File: config.mk
export PLATFORM = sky130hd
export DESIGN_NAME = muldiv_unit
export DESIGN_NICKNAME = d
export VERILOG_FILES = /design/src/rtl/rv32_pkg.sv /design/src/rtl/muldiv_sign_fix.sv /design/src/rtl/muldiv_unit.sv
export SDC_FILE = /design/constraint.sdc
export NUM_CORES = 1
export LEC_CHECK = 0
export ABC_AREA = 1
export CORE_MARGIN = 1.5
export CORE_UTILIZATION = 35
export DETAILED_ROUTE_END_ITERATION = 8
export PLACE_DENSITY_LB_ADDON = 0.1
export SYNTH_ARGS = -nofsm -noshare
export SYNTH_HDL_FRONTEND = slang
export SYNTH_SLANG_ARGS = --single-unit
File: constraint.sdc
create_clock -name clk -period 4.9 [get_ports clk]
set_input_delay 1.47 -clock clk [delete_from_list [all_inputs] [get_ports clk]]
set_output_delay 1.47 -clock clk [all_outputs]
set_load 0.01 [all_outputs]
File: src/rtl/rv32_pkg.sv
// Shared RV32 execute-stage definitions: ALU opcodes, M-extension funct3 codes
// and the multiply/divide FSM state type.
package rv32_pkg;

  localparam int XLEN = 32;

  localparam logic [3:0] ALU_ADD  = 4'd0;
  localparam logic [3:0] ALU_SUB  = 4'd1;
  localparam logic [3:0] ALU_SLL  = 4'd2;
  localparam logic [3:0] ALU_SLT  = 4'd3;
  localparam logic [3:0] ALU_SLTU = 4'd4;
  localparam logic [3:0] ALU_XOR  = 4'd5;
  localparam logic [3:0] ALU_SRL  = 4'd6;
  localparam logic [3:0] ALU_SRA  = 4'd7;
  localparam logic [3:0] ALU_OR   = 4'd8;
  localparam logic [3:0] ALU_AND  = 4'd9;

  localparam logic [2:0] MD_MUL    = 3'd0;
  localparam logic [2:0] MD_MULH   = 3'd1;
  localparam logic [2:0] MD_MULHSU = 3'd2;
  localparam logic [2:0] MD_MULHU  = 3'd3;
  localparam logic [2:0] MD_DIV    = 3'd4;
  localparam logic [2:0] MD_DIVU   = 3'd5;
  localparam logic [2:0] MD_REM    = 3'd6;
  localparam logic [2:0] MD_REMU   = 3'd7;

  typedef enum logic [1:0] {
    IDLE = 2'd0,
    CALC = 2'd1,
    DONE = 2'd2
  } md_state_t;

  // funct3[2] separates the divide group from the multiply group
  function automatic logic md_is_div(input logic [2:0] op);
    return op[2];
  endfunction

endpackage

File: src/rtl/muldiv_sign_fix.sv
// Combinational sign handling for the iterative multiply/divide unit:
// operand magnitudes on the way in, sign restore and half select on the way out.
module muldiv_sign_fix #(
  parameter int XLEN = 32
) (
  input  logic [2:0]        pre_op,
  input  logic [XLEN-1:0]   pre_a,
  input  logic [XLEN-1:0]   pre_b,
  output logic [XLEN-1:0]   mag_a,
  output logic [XLEN-1:0]   mag_b,
  output logic              sgn_a,
  output logic              sgn_b,
  input  logic [2:0]        fix_op,
  input  logic [2*XLEN-1:0] fix_acc,
  input  logic [XLEN-1:0]   fix_rem,
  input  logic              fix_sgn_a,
  input  logic              fix_sgn_b,
  output logic [XLEN-1:0]   fix_result
);
  import rv32_pkg::*;

  logic [2*XLEN-1:0] prod;
  logic [XLEN-1:0]   quot;
  logic [XLEN-1:0]   rem;

  // Sign flags are only raised for operands the opcode treats as signed
  always_comb begin
    sgn_a = 1'b0;
    sgn_b = 1'b0;
    case (pre_op)
      MD_MULH, MD_DIV, MD_REM: begin
        sgn_a = pre_a[XLEN-1];
        sgn_b = pre_b[XLEN-1];
      end
      MD_MULHSU: sgn_a = pre_a[XLEN-1];
      default: ;
    endcase
    mag_a = sgn_a ? -pre_a : pre_a;
    mag_b = sgn_b ? -pre_b : pre_b;
  end

  always_comb begin
    prod = (fix_sgn_a ^ fix_sgn_b) ? -fix_acc : fix_acc;
    quot = (fix_sgn_a ^ fix_sgn_b) ? -fix_acc[XLEN-1:0] : fix_acc[XLEN-1:0];
    rem  = fix_sgn_a ? -fix_rem : fix_rem;
    case (fix_op)
      MD_MUL:                       fix_result = prod[XLEN-1:0];
      MD_MULH, MD_MULHSU, MD_MULHU: fix_result = prod[2*XLEN-1:XLEN];
      MD_DIV, MD_DIVU:              fix_result = quot;
      default:                      fix_result = rem;
    endcase
  end

endmodule

File: src/rtl/muldiv_unit.sv
// Iterative RV32M multiply/divide unit: shift-add multiply, restoring divide,
// one bit per cycle, with a fast path for divide-by-zero and signed overflow.
module muldiv_unit #(
  parameter int XLEN  = 32,
  parameter int CNT_W = 6
) (
  input  logic            clk,
  input  logic            rst_n,
  input  logic            in_valid,
  output logic            in_ready,
  input  logic [2:0]      op,
  input  logic [XLEN-1:0] src_a,
  input  logic [XLEN-1:0] src_b,
  input  logic            flush,
  output logic            out_valid,
  input  logic            out_ready,
  output logic [XLEN-1:0] result,
  output logic            zero
);
  import rv32_pkg::*;

  localparam logic [CNT_W-1:0] LAST_ITER = CNT_W'(XLEN);

  md_state_t         state, state_nxt;
  logic [CNT_W-1:0]  cnt;
  logic [2:0]        op_r;
  logic              sgn_a_r, sgn_b_r, fast_r;
  logic [XLEN-1:0]   mag_a_r, mag_b_r;
  logic [2*XLEN-1:0] acc;
  logic [XLEN:0]     rem_r;
  logic [XLEN-1:0]   result_r;
  logic              zero_r;

  logic [XLEN-1:0]   pre_mag_a, pre_mag_b, fix_result, fast_val;
  logic              pre_sgn_a, pre_sgn_b;
  logic              accept, div_zero, div_ovf, fast;
  logic [XLEN:0]     mul_sum, div_shift;
  logic [XLEN+1:0]   div_diff;

  muldiv_sign_fix #(.XLEN(XLEN)) u_sign_fix (
    .pre_op     (op),
    .pre_a      (src_a),
    .pre_b      (src_b),
    .mag_a      (pre_mag_a),
    .mag_b      (pre_mag_b),
    .sgn_a      (pre_sgn_a),
    .sgn_b      (pre_sgn_b),
    .fix_op     (op_r),
    .fix_acc    (acc),
    .fix_rem    (rem_r[XLEN-1:0]),
    .fix_sgn_a  (sgn_a_r),
    .fix_sgn_b  (sgn_b_r),
    .fix_result (fix_result)
  );

  // Handshakes: a request transfers on a rising edge where in_valid && in_ready
  // && !flush; a result transfers where out_valid && out_ready. Both valids are
  // held by their producers until the transfer; flush discards either side.
  assign accept = in_valid && in_ready && !flush;

  always_comb begin
    div_zero = (src_b == '0);
    div_ovf  = ((op == MD_DIV) || (op == MD_REM)) &&
               (src_a == {1'b1, {(XLEN-1){1'b0}}}) && (src_b == '1);
    fast     = md_is_div(op) && (div_zero || div_ovf);
    fast_val = '0;
    if (div_zero) begin
      fast_val = ((op == MD_DIV) || (op == MD_DIVU)) ? '1 : src_a;
    end else if (div_ovf) begin
      fast_val = (op == MD_DIV) ? src_a : '0;
    end
  end

  // Multiply keeps the multiplier in acc[XLEN-1:0]; divide keeps the dividend
  // there and shifts quotient bits in from the bottom.
  always_comb begin
    mul_sum   = {1'b0, acc[2*XLEN-1:XLEN]} + (acc[0] ? {1'b0, mag_a_r} : '0);
    div_shift = {rem_r[XLEN-1:0], acc[XLEN-1]};
    div_diff  = {1'b0, div_shift} - {2'b00, mag_b_r};
  end

  always_ff @(posedge clk or negedge rst_n) begin
    if (!rst_n) state <= IDLE;
    else        state <= state_nxt;
  end

  always_comb begin
    state_nxt = state;
    case (state)
      IDLE:    if (in_valid) state_nxt = CALC;
      CALC:    if (fast_r || (cnt == LAST_ITER)) state_nxt = DONE;
      DONE:    if (out_ready) state_nxt = IDLE;
      default: state_nxt = IDLE;
    endcase
    if (flush) state_nxt = IDLE;
  end

  always_comb begin
    in_ready  = (state == IDLE);
    out_valid = (state == DONE);
  end

  always_ff @(posedge clk or negedge rst_n) begin
    if (!rst_n) begin
      cnt      <= '0;
      op_r     <= '0;
      sgn_a_r  <= 1'b0;
      sgn_b_r  <= 1'b0;
      fast_r   <= 1'b0;
      mag_a_r  <= '0;
      mag_b_r  <= '0;
      acc      <= '0;
      rem_r    <= '0;
      result_r <= '0;
      zero_r   <= 1'b1;
    end else if (accept) begin
      cnt     <= '0;
      op_r    <= op;
      sgn_a_r <= pre_sgn_a;
      sgn_b_r <= pre_sgn_b;
      fast_r  <= fast;
      mag_a_r <= pre_mag_a;
      mag_b_r <= pre_mag_b;
      acc     <= {{XLEN{1'b0}}, (md_is_div(op) ? pre_mag_a : pre_mag_b)};
      rem_r   <= '0;
      if (fast) begin
        result_r <= fast_val;
        zero_r   <= (fast_val == '0);
      end
    end else if ((state == CALC) && !fast_r) begin
      if (cnt != LAST_ITER) begin
        cnt <= cnt + CNT_W'(1);
        if (md_is_div(op_r)) begin
          rem_r <= div_diff[XLEN+1] ? div_shift : div_diff[XLEN:0];
          acc   <= {acc[2*XLEN-1:XLEN], acc[XLEN-2:0], ~div_diff[XLEN+1]};
        end else begin
          acc <= {mul_sum, acc[XLEN-1:1]};
        end
      end else begin
        result_r <= fix_result;
        zero_r   <= (fix_result == '0);
      end
    end
  end

  assign result = result_r;
  assign zero   = zero_r;

endmodule

==> summary.md, run 1 <==
| Metric | Value |
|---|---|
| Post-synth ARST share | 1.00 |
| Mapped cell area | approximately 19000 um2 |
| Power per cell area | roughly 670 nW/um2 |
| Max-cap violations | 0 |
| Reg power frac | 0.233 |
| Top cell type by total area after synthesis | dfrtp_1 |
| Synth-to-layout area growth | 14.9% |
| Reg area | 5180 um2 |
| Sw Ratio | 0.551 |
| Final period utilization | 0.822 |
| Global Route Usage Sum | 0.314 |
| Vias in the first global route | 20012 |
| Routability-driven placement congestion ratio | approximately 0.98 |
| Post-Syn Area per Cell | around 6.2 um2 |
| I/O pin count | between 100 and 150 |
| Area contributors post-synth | dfrtp_1, nand2_1, nor2_1, o21ai_0, inv_1 |
| DRC Markers | 0 |
| Die Y | between 200 and 250 um |
| Die area | between 50000 and 60000 um2 |
| Pint | about 6.4 mW |
| Hold Path Class | reg2reg |
| Psw | about 8 mW |
| Reg-to-reg slack, setup | between 1000 and 1500 ps |
| Yosys reg bits | 207 |
| Drt pass-1 iters | 6 |
| First-pass GRT wire length | 128 mm |
| DR iter-0 viols | 2117 |
| Largest net degree at the start of global routing | 99 |
| Yosys cell types | 56 |
| Initial Utilization | 0.354 |
| YS warnings | 0 |
| Setup crit start kind | input pin |
| Comb power frac | 0.616 |
| Maximum buffer depth of the clock tree | 3 |
| Post-synth EDFFs | 0 |
| CTS Root Cell | clkbuf_16 |
| Critical Path End Type | flop |
| Clock share of power | 0.151 |
| Vias | around 21000 |
| Top achievable clock speed | roughly 0.25 GHz |
| CTS sink count | just over 200 |
| Setup TNS Final | 0 ps |
| # diodes | 0 |
| RSZ-0062 raised after global routing | no |
| Synthesized Nets | around 3100 |
| ANT nets after route | 0 |
| R2r endpoint | zero |
| Slew @ Worst Pin | 922 ps |
| Area share of the largest cell type after synthesis | 0.276 |
| Via-to-Cell Ratio | ~5.6 |
| FP Rows | 84 |
| Initial antenna violation count | 1 |
| # port buffers | approximately 110 |
| Final worst slack | between 800 and 900 ps |
| Worst Min Path Start | mag_a_r[13] |
| Clock skew | between 30 and 40 ps |
| Cell count after synthesis | around 3000 |
| P_leak | 9.96 nW |
| Avg WL per Cell | around 23 um |
| Resize count post-CTS | 0 |
| Peak VDD IR | approximately 0.34 mV |
| Pins over their slew limit | 0 |
| Worst skew pair latency | 570 ps |
| Clock transition at path regs | 60 ps |
| Setup bufs post-CTS | 0 |
| Clock buffer count from CTS | 26 |
| NumNets Final | 3200 |
| Share of cells above drive strength 1 | 0.0452 |
| Area of the multi-input gates | roughly 12000 um2 |
| Core box area | 52700 um2 |
| Hold Buf Count CTS | 0 |
| Final hold vios | 0 |
| Tmin final | slightly above 4000 ps |
| TritonCTS clock tree | yes |
| Hold-critical path depth | 2 |
| Gr ovfl total | 0 |
| Max_slew headroom | 0.384 |
| Register area share after synthesis | 0.278 |
| CP Class | in2reg |
| Status | complete, no violations |
| Placement Setup Slack | approximately 310 ps |
| Top_reg_cell synth | dfrtp_1 |
| Fillers | around 5700 |
| Min-Delay Endpoint | mag_a_r[13] |
| Final setup violation count | 0 |
| R2r worst-path depth | 14 |
| Worst Path Required | around 5400 ps |
| Chip width | roughly 230 um |
| Worst-path fanout max | 48 |
| Hpwl dp | between 60 and 70 mm |
| Final WL | around 86 mm |
| Critical path data arrival time | 4480 ps |
| Final Hold Slack | 481 ps |
| H-tree depth | 1 |
| R2r startpoint | acc[0] |
## Yosys cell counts (6+ instances only)
cell type and number:
ha_1 71, a22oi_1 18, buf_2 25, nor3_1 31
o21a_1 8, a21o_1 11, inv_2 12, nor2_1 396
inv_1 340, nand2_1 762, xor2_1 61, a211oi_1 9
or2_2 9, clkbuf_1 61, nand3b_1 6, a221oi_1 13
nor4_1 7, o22ai_1 34, o21ai_2 11, nand3_1 235
dfrtp_1 206, buf_1 10, xnor2_1 27, o21ai_1 8
a31oi_1 16, nand4_1 41, a21oi_1 182, o221ai_1 8
o31ai_1 17, o211ai_1 15, o21ai_0 276
## through the flow
stage	cell area [um2]	power, mW	utilization	std cells
4_1_cts	21400	14.2	0.407	3761
2_1_floorplan	18600	8.54	-	2985
5_1_grt	21400	15.4	0.407	3761
3_5_place_dp	20500	11.9	0.389	3715
3_3_place_gp	20500	11.9	0.389	3715
6_report	21400	14.3	0.407	3761
## critical path: stages
cell,delay (ps)
clkdlybuf4s50_1,520
inv_1,170
ha_1,190
nand3_1,130
nor3_2,200
nand2_1,100
inv_2,90
nand2_2,60
nor3_2,140
nand3b_1,310
nand2_1,190
nand2_2,90
a21oi_4,170
inv_2,330
a21oi_1,240
a21oi_1,80
## power groups by stage
stage | combinational [mW] | clock (mW) | sequential (mW)
floorplan | 5.61 | 0 | 2.93
global placement | 8.59 | 0 | 3.32
detailed placement | 8.61 | 0 | 3.32
CTS | 8.66 | 2.20 | 3.30
global route | 9.70 | 2.26 | 3.41
finish | 8.83 | 2.16 | 3.34
## flip-flops by register name, summed over array words and instances, names as in the netlist
register / cells
sgn_a_r: 1
acc: 64
result: 32
cnt: 6
sgn_b_r: 1
op_r: 3
mag_b_r: 32
mag_a_r: 32
fast_r: 1
rem_r: 32
state: 2
zero: 1
## worst max path at each step
stage	end	startpoint	slack (ps)	cells past startpoint
2_1_floorplan	result[25]	src_b[0]	1540	17
3_3_place_gp	result[11]	src_b[0]	390	16
3_5_place_dp	result[11]	src_b[0]	310	16
4_1_cts	result[11]	src_b[0]	900	16
5_1_grt	result[16]	src_b[0]	660	16
6_report	result[11]	src_b[0]	870	16
## kinds of logic (layout without fill, tap and decap cells)
family                     count (synthesis)  in the layout  synth area share
AOI/OAI and AO/OA                        650            650             0.199
adders and majority gates                 73             73            0.0498
xor gates and xnor gates                  89             89            0.0422
DFF                                      207            207             0.278
buffers and inverters                    455            543            0.0947
and+or+nand+nor                         1511           1511             0.336
## layout by cell type, fill, tap and decap left out, types with 6 or more instances in the layout
master,n
o22ai_1,34
nand2_1,762
buf_4,33
nand3_1,234
nor2_2,6
xnor2_1,27
o211ai_1,15
inv_2,11
o21ai_0,276
a221oi_1,13
nand4_1,41
or2_2,9
o221ai_1,8
xor2_1,61
a31oi_1,16
o21ai_1,8
o31ai_1,17
nor3_1,31
dfrtp_1,206
o21a_1,8
a21oi_1,181
a211oi_1,9
clkbuf_16,27
a22oi_1,18
inv_1,340
a21o_1,11
o21ai_2,11
nand3b_1,6
nor4_1,7
clkdlybuf4s50_1,105
nor2_1,394
ha_1,71
## per-layer routing
metal / global-route usage / share of wire / vias to the layer above
met4: 0.0980 / 0.032 / 0
met2: 0.488 / 0.44 / 832
met5: 0 / 0 / -
met1: 0.459 / 0.47 / 10096
li1: - / - / 10035
met3: 0.0281 / 0.064 / 122
## area by class of cell
type	instances	area share
Multi-Input combinational cell	2323	0.548
Inverter	355	0.0622
Clock buffer	32	0.0343
Clock inverter	14	0.00987
Timing Repair Buffer	142	0.0641
Tap cell	688	0.0402
Sequential cell	207	0.242
Note: power is estimated with default switching activity, not from simulation.
==> run 2: changes to the inputs <==
- clock period: 4.9 -> 3.8 ns (I/O delays scaled with it)
==> summary.md, run 2 (synthesis results as in run 1) <==
| Metric | Value |
|---|---|
| R2r startpoint | acc[0] |
| Reg-to-reg slack, setup | 300 ps (-880 ps) |
| NumNets Final | 3303 (+3.2%) |
| Share of cells above drive strength 1 | 0.0774 (+0.0321) |
| Hpwl dp | 70.1 mm (+0.42%) |
| Final period utilization | 0.922 |
| Die area | 54700 um2 (unchanged) |
| Clock transition at path regs | 60 ps (about the same) |
| Initial antenna violation count | 1 (unchanged) |
| Status | complete, no violations |
| TritonCTS clock tree | yes |
| Most common cell after layout, fill and taps aside | nand2_1 |
| Initial Utilization | 0.354 (unchanged) |
| I/O pin count | 107 (unchanged) |
| Slew @ Worst Pin | 931 ps (+9.09 ps) |
| Worst-path fanout max | 18 (-63%) |
| Setup crit start kind | flop |
| Worst Path Required | 4250 ps (-1100 ps) |
| Maximum buffer depth of the clock tree | 3 (unchanged) |
| R2r endpoint | acc[59] |
| Tmin final | around 3500 ps |
| Power per cell area | 851 nW/um2 (+27%) |
| Via-to-Cell Ratio | 5.53 (-1.4%) |
| CP Class | reg2reg |
| Largest net degree at the start of global routing | 89 (-10%) |
| Chip width | 234 um (unchanged) |
| Clock skew | 40.8 ps (+6.83 ps) |
| Die Y | 234 um (unchanged) |
| # diodes | 0 (unchanged) |
| R2r worst-path depth | 12 (-2) |
| Finished Layout Cells | 3868 (+2.8%) |
| Peak VDD IR | 0.437 mV (+29%) |
| Vias in the first global route | 20613 (+3.0%) |
| # port buffers | 106 (unchanged) |
| P_leak | 10.5 nW (+5.3%) |
| Pins over their slew limit | 0 (unchanged) |
| Core box area | 52700 um2 (unchanged) |
| DRC Markers | 0 (unchanged) |
| Critical Path End Type | flop |
| Worst Setup EP | acc[59] |
| Top achievable clock speed | between 0.2 and 0.3 GHz |
| Area of the multi-input gates | 11700 um2 (unchanged) |
| Worst setup startpoint | acc[0] |
| Vias | 21379 (+1.4%) |
| RSZ-0062 raised after global routing | no |
| Clock buffer count from CTS | 28 (+7.7%) |
| Max-cap violations | 0 (unchanged) |
| Hold Buf Count CTS | 0 (unchanged) |
| Final hold vios | 0 (unchanged) |
| CTS sink count | 207 (unchanged) |
| Drt pass-1 iters | 6 (unchanged) |
| DR iter-0 viols | 2128 (+0.52%) |
| Placed Cells | 3816 (+2.7%) |
| FP Rows | 84 (unchanged) |
| Final setup violation count | 0 (unchanged) |
| Synth-to-layout area growth | 19.4% |
| H-tree depth | 1 (unchanged) |
| Fillers | 5737 (+0.19%) |
| Max_slew headroom | 0.373 (-0.0116) |
| Worst skew pair latency | 610 ps (+40 ps) |
| Final core utilization | 0.423 (+0.0158) |
| ANT nets after route | 0 (unchanged) |
| CTS Root Cell | clkbuf_16 |
| Setup bufs post-CTS | 0 (unchanged) |
| Final WL | 86.2 mm (about the same) |
| Gr ovfl total | 0 (unchanged) |
| Critical path data arrival time | 3950 ps (-530 ps) |
| Resize count post-CTS | 0 (unchanged) |
| Largest register FFs | 64 (unchanged) |
| Global Route Usage Sum | 0.314 (about the same) |
| Routability-driven placement congestion ratio | 1.00 (+2.5%) |
| Commonest cells after routing, fill and taps aside | nand2_1, nor2_1, inv_1, o21ai_0, nand3_1 |
| Hold Path Class | in2async |
| Avg WL per Cell | 22.3 um (-2.8%) |
| Reg area | 5180 um2 (unchanged) |
| Tot Pwr | 18.9 mW (+32%) |
| Top reg by flops | acc |
| First-pass GRT wire length | 129 mm (+0.67%) |
-- run 2: how the worst min path moves through the flow --
stage                      startpoint     endpoint  slack, ps  depth (start not counted)
final                           rst_n     rem_r[7]        430                          1
after floorplan           mag_a_r[14]  mag_a_r[14]        450                          2
after CTS                       rst_n     rem_r[7]        430                          1
after detailed placement    result[1]    result[1]        470                          2
after global placement      result[1]    result[1]        460                          2
after global routing            rst_n     rem_r[7]        440                          1
-- run 2: worst max-delay path: stages, from the launching register on --
cell	delay [ps]
dfrtp_1	560
buf_4	290
nand2_1	140
fa_1	530
nor3_1	240
nor2_1	110
o21bai_1	220
a21boi_0	160
buf_4	170
o21ai_0	550
a21oi_1	140
o21ai_0	120
o21ai_0	110
-- run 2: final cells by class --
| cell class | count | area share |
|---|---|---|
| multi-input combinational | 2323 | 0.527 |
| sequential | 207 | 0.233 |
| timing repair buffer | 243 | 0.0963 |
| inverter | 355 | 0.0599 |
| tap | 688 | 0.0387 |
| clock buffer | 30 | 0.0323 |
| clock inverter | 22 | 0.0131 |
-- run 2: power by group --
group	internal, mW	total (mW)	switching, mW
logic	3.83	11.7	7.92
clock network	1.73	2.91	1.18
registers	3.07	4.27	1.21
total	8.62	18.9	10.3
-- run 2: through the flow --
step,cell area (um2),TNS [ps],setup slack [ps],hold WS [ps]
global placement,21300,-3960,-152,463
detailed placement,21300,-3660,-166,466
global route,22300,0,68.7,444
finish,22300,0,297,434
floorplan,18600,0,767,449
CTS,22300,0,347,425
-- run 2: metal layers --
metal  global-route usage  share of wire
met5                    0              0
met4               0.0982          0.034
met3               0.0326          0.063
met2                0.495           0.44
met1                0.451           0.46
